<file path="src/rtl/width24_src_arbiter.sv">
// -----------------------------------------------------------------------------
// width24_src_arbiter
//
// Two-source burst arbiter feeding a 24-to-128 bit packer. A source owns the
// packer for BURST_LEN accepted beats. With the default of 16 beats, a burst
// is 384 bits, which is exactly three 128-bit words, so packer words never mix
// data from the two sources. Ties in arbitration go to the source that did not
// own the previous burst. After every burst there is one arbitration (IDLE)
// cycle.
//
// Ports
//   clk        in   1   rising-edge clock
//   rst_n      in   1   asynchronous active-low reset
//   valid0     in   1   source 0 beat valid
//   data0      in  24   source 0 beat data
//   ready0     out  1   source 0 beat accepted when valid0 && ready0
//   valid1     in   1   source 1 beat valid
//   data1      in  24   source 1 beat data
//   ready1     out  1   source 1 beat accepted when valid1 && ready1
//   pk_valid   out  1   registered beat valid to the packer
//   pk_data    out 24   registered beat data to the packer
//   grant      out  2   one-hot current owner, 00 when idle
//   beat_cnt   out  4   beats accepted in the current burst
//   burst_done out  1   one-cycle pulse after the last beat of a burst
//
// BURST_LEN must be in the range 1..16 because beat_cnt is 4 bits wide.
// -----------------------------------------------------------------------------
module width24_src_arbiter #(
    parameter int BURST_LEN = 16
) (
    input  logic        clk,
    input  logic        rst_n,
    input  logic        valid0,
    input  logic [23:0] data0,
    output logic        ready0,
    input  logic        valid1,
    input  logic [23:0] data1,
    output logic        ready1,
    output logic        pk_valid,
    output logic [23:0] pk_data,
    output logic [1:0]  grant,
    output logic [3:0]  beat_cnt,
    output logic        burst_done
);

    typedef enum logic [0:0] {
        ST_IDLE  = 1'b0,
        ST_BURST = 1'b1
    } state_e;

    localparam logic [3:0] LAST_BEAT = 4'(BURST_LEN - 1);

    state_e      state_q,      state_d;
    logic [1:0]  grant_q,      grant_d;
    logic [3:0]  beat_cnt_q,   beat_cnt_d;
    logic        last_src_q,   last_src_d;   // 0 = source 0, 1 = source 1
    logic        pk_valid_q,   pk_valid_d;
    logic [23:0] pk_data_q,    pk_data_d;
    logic        burst_done_q, burst_done_d;

    logic        accept_s;
    logic [23:0] beat_data_s;

    // Beat acceptance: only the granted source is looked at, the other is ignored.
    always_comb begin
        accept_s    = 1'b0;
        beat_data_s = data0;
        if (state_q == ST_BURST) begin
            if (grant_q[0]) begin
                accept_s    = valid0;
                beat_data_s = data0;
            end else if (grant_q[1]) begin
                accept_s    = valid1;
                beat_data_s = data1;
            end else begin
                accept_s    = 1'b0;
            end
        end else begin
            accept_s = 1'b0;
        end
    end

    // Next-state logic for arbitration, beat counting and the packer stage.
    always_comb begin
        state_d      = state_q;
        grant_d      = grant_q;
        beat_cnt_d   = beat_cnt_q;
        last_src_d   = last_src_q;
        pk_valid_d   = 1'b0;
        pk_data_d    = pk_data_q;   // data holds when no beat is accepted
        burst_done_d = 1'b0;

        case (state_q)
            ST_IDLE: begin
                if (valid0 && valid1) begin
                    // Tie: the source that did not own the last burst wins.
                    grant_d    = last_src_q ? 2'b01 : 2'b10;
                    state_d    = ST_BURST;
                    beat_cnt_d = 4'd0;
                end else if (valid0) begin
                    grant_d    = 2'b01;
                    state_d    = ST_BURST;
                    beat_cnt_d = 4'd0;
                end else if (valid1) begin
                    grant_d    = 2'b10;
                    state_d    = ST_BURST;
                    beat_cnt_d = 4'd0;
                end else begin
                    grant_d    = 2'b00;
                end
            end
            ST_BURST: begin
                if (accept_s) begin
                    pk_valid_d = 1'b1;
                    pk_data_d  = beat_data_s;
                    if (beat_cnt_q == LAST_BEAT) begin
                        burst_done_d = 1'b1;
                        last_src_d   = grant_q[1];
                        grant_d      = 2'b00;
                        beat_cnt_d   = 4'd0;
                        state_d      = ST_IDLE;
                    end else begin
                        beat_cnt_d   = beat_cnt_q + 4'd1;
                    end
                end else begin
                    // Stall: the owner keeps the grant and the count is frozen;
                    // the other source cannot preempt.
                    beat_cnt_d = beat_cnt_q;
                end
            end
            default: begin
                state_d    = ST_IDLE;
                grant_d    = 2'b00;
                beat_cnt_d = 4'd0;
            end
        endcase
    end

    // State and output registers; reset leaves source 0 winning the first tie.
    always_ff @(posedge clk or negedge rst_n) begin
        if (!rst_n) begin
            state_q      <= ST_IDLE;
            grant_q      <= 2'b00;
            beat_cnt_q   <= 4'd0;
            last_src_q   <= 1'b1;
            pk_valid_q   <= 1'b0;
            pk_data_q    <= 24'd0;
            burst_done_q <= 1'b0;
        end else begin
            state_q      <= state_d;
            grant_q      <= grant_d;
            beat_cnt_q   <= beat_cnt_d;
            last_src_q   <= last_src_d;
            pk_valid_q   <= pk_valid_d;
            pk_data_q    <= pk_data_d;
            burst_done_q <= burst_done_d;
        end
    end

    assign ready0     = grant_q[0];
    assign ready1     = grant_q[1];
    assign grant      = grant_q;
    assign beat_cnt   = beat_cnt_q;
    assign pk_valid   = pk_valid_q;
    assign pk_data    = pk_data_q;
    assign burst_done = burst_done_q;

endmodule

</file>
<file path="config.mk">
export PLATFORM = sky130hd
export DESIGN_NAME = width24_src_arbiter
export DESIGN_NICKNAME = d
export VERILOG_FILES = /design/src/rtl/width24_src_arbiter.sv
export SDC_FILE = /design/constraint.sdc
export NUM_CORES = 1
export LEC_CHECK = 0
export CORE_UTILIZATION = 37
export DETAILED_ROUTE_END_ITERATION = 7
export PLACE_DENSITY = 0.78
export REMOVE_ABC_BUFFERS = 1
export SLEW_MARGIN = 20
export SYNTH_ARGS = -nofsm -noshare
export SYNTH_HDL_FRONTEND = slang
export SYNTH_SLANG_ARGS = --single-unit
</file>
<file path="constraint.sdc">
create_clock -name clk -period 1.7 [get_ports clk]
set_input_delay 0.34 -clock clk [delete_from_list [all_inputs] [get_ports clk]]
set_output_delay 0.34 -clock clk [all_outputs]
set_load 0.05 [all_outputs]
</file>
==> results.yml <==
routing:
  initialDrtViolationCount: 82
  routedWlPerCell_um: 12.4
  drc_errors: 0
  dr.pass1.iters: 4
  route.vias.total: 1444
  antenna_left: 0
  vias_per_cell: 4.81
  drt-total-wl_um: 3730
grt:
  grt_pass1_vias: 1353
  grt_pass1_wl_um: 6060
  antenna_found_initial: 0
  grtUsageTotal_pct: 18.0
  grt_max_degree: 30
  grt_overflow: 0
die:
  die_area_um2: 4670
  num_rows: 23
  die_h_um: 68.3
  core_area_um2: 4120
  ios: 86
  initial_core_util_pct: 39.5
  dieWidth_um: 68.3
synth:
  synth_area_leaders: "dfrtp_1 (51%), mux2i_1 (15%), o21ai_0 (8.3%), nand2_1 (6.9%), buf_2 (1.8%)"
  yosysWarnings: 0
  synth_top_family_by_area: "multiplexers"
  yosys_most_used_dff: "dfrtp_1"
  yosys_register_bits: 34
  synth_compound_area_share_pct: 15.3
  synth.area.mux_share_pct: 16.8
  synth-simple-area-share_pct: 9.62
  avgSynthCellArea_um2: 10.3
  netlist_area_um2: 1630
  yosysTopAreaCell: "dfrtp_1"
  ys_seq_area_share_pct: 52.4
  syn_inst: 158
  yosysTopAreaCellShare_pct: 50.8
  synth.distinct_cells: 26
  synth-xor-area-share_pct: 0
  yosys-top-cells-count: "dfrtp_1 (33), nand2_1 (30), o21ai_0 (27)"
  synthAdderAreaFrac_pct: 0.769
  synth_async_sr_flop_share_pct: 100
  synth-edff-count: 0
  synth_most_common_cell: "dfrtp_1"
critical_path:
  start_kind: "flop"
  crit_fanout: 6
  cp.required_ps: 1870
  arrival_ps: 1670
  path_class: "reg2reg"
  cp_slowest_cell: "dfrtp_1"
  slowest_delay_ps: 430
  worstPathCellList: "inv_1, o21ai_0, nand2_1, mux2_2"
  end_kind: "flop"
layout:
  layout-drive-gt1-share_pct: 24.0
  multi_input_area_um2: 698
  fin_area_um2: 2670
  fill_cells: 344
  syn_to_final_growth_pct: 64.3
  area.sequential_um2: 852
  fin_nets: 302
  antenna_cells: 0
sta:
  worst_pin_slew_ps: 513
  finalHoldViolCount: 0
  period_share_pct: 88.2
  finalSetupTns_ps: 0
  fin_ws_ps: 200
  rsz0062_at_grt: "no"
  setup_violations: 0
  skew_ps: 2.10
  max_freq_mhz: 667
  maxSlewViolCount: 0
  period_minus_slack_ps: 1500
  slew_headroom_pct: 65.8
power:
  pwr_density_cell_nw_per_um2: 2080
  p_clk_share_pct: 16.7
  internal-power_mw: 2.97
  combinationalPowerShare_pct: 57.9
  power_leakage_nw: 1.23
  seqPwrFrac_pct: 25.4
  max-vdd-ir-drop_uv: 946
  p_sw_share_pct: 46.5
  p_sw_mw: 2.58
place:
  place.port_buffers: 85
  dpl_cell_area_um2: 2530
  place_congestion: 0.780
  pre_cts_ws_ps: -41.0
  dp_hpwl_um: 2830
run:
  max_cap_viol_count: 0
clock_network:
  htree_levels: 2
  tritoncts: "done"
  cts-hold-fix-buffers: 0
  cts_setup_buffers: 0
  root_buffer: "clkbuf_8"
  clkSinkCount: 34
  clk_path_buf_depth: 2
  clkTransAtPathRegs_ps: 70
  cts_made_buffers: 5
  clk_latency_ps: 280
  ctsResizeCount: 0
min_path:
  hold_class: "in2async"
run_status:
  status: "completed"
## routing by layer
| metal | routed length [um] | part of all wire (%) | vias up | track usage, % |
|---|---|---|---|---|
| li1 | - | - | 728 | - |
| met1 | 1610 | 43 | 659 | 21.7 |
| met2 | 1810 | 48 | 52 | 30.3 |
| met3 | 285 | 7.6 | 5 | 5.83 |
| met4 | 30 | 0.80 | 0 | 5.47 |
| met5 | 0 | 0 | - | 0 |
## critical path: cells and delay by family, from the launching register on
family                 cells  cell delay [ps]
DFF                        1              430
AOI/OAI and AO/OA          1              350
muxes                      1              300
and+or+nand+nor            1              190
buffers and inverters      1              130
## per-stage QoR
step,utilization [%],hold slack [ps],cells,power [mW]
finish,64.9,23.8,300,5.55
global route,64.9,50.6,300,5.86
CTS,64.9,38.3,300,5.61
detailed placement,61.5,352,292,4.67
global placement,61.5,338,292,4.62
floorplan,-,44.4,147,3.49
## final timing paths
| path | cells after the start | to | slack (ps) | from |
|---|---|---|---|---|
| min | 1 | pk_data[11] | 20 | rst_n |
| max reg2reg | 4 | beat_cnt[0] | 200 | state_q |
| max | 4 | beat_cnt[0] | 200 | state_q |
| min reg2reg | 2 | pk_data[19] | 480 | pk_data[19] |
| max in group asynchronous | 2 | pk_data[15] | 1100 | rst_n |
| min in group clk | 2 | pk_data[19] | 480 | pk_data[19] |
## final cells by class
cell class	instances	share of cell area [%]
clock inverters	2	2.25
flip-flops and latches	34	31.9
repair buffers	95	33.6
multi-input cells	108	26.1
inverters	5	0.702
well taps	50	2.34
clock buffers	6	3.09
## sequential cells by signal (all words and copies together), names as in the netlist
signal and cells:
beat_cnt 4, pk_data 24, pk_valid 1, state_q 1
burst_done 1, last_src_q 1, grant 2
## placed cells by master (no fill, tap or decap)
cell,instances
clkdlybuf4s50_1,50
buf_4,39
dfrtp_1,33
nand2_1,30
o21ai_0,27
mux2i_1,25
clkbuf_8,6
inv_1,5
buf_12,5
o21ai_1,3
a21oi_1,3
and3_1,2
nand3_1,2
o211ai_1,2
a21o_1,2
a31o_2,2
bufinv_16,2
nor2b_4,1
a31oi_4,1
nor2_2,1
a31oi_1,1
nor3_1,1
mux2_1,1
nor2_1,1
mux2_2,1
o32ai_1,1
ha_1,1
buf_2,1
dfstp_2,1
## power groups by stage
stage	Clock, mW	Combinational (mW)	Sequential, mW
final	0.925	3.22	1.41
after global placement	0	3.21	1.41
after CTS	0.940	3.26	1.41
after detailed placement	0	3.25	1.42
after floorplan	0	0.821	2.67
after global routing	0.976	3.43	1.46
## cell families after synthesis
kind of cell    count (synthesis)
flops                          34
simple gates                   38
mux                            27
fa+ha+maj                       1
buf+inv                        16
compound gates                 42
(Power assumes the default switching activity.)
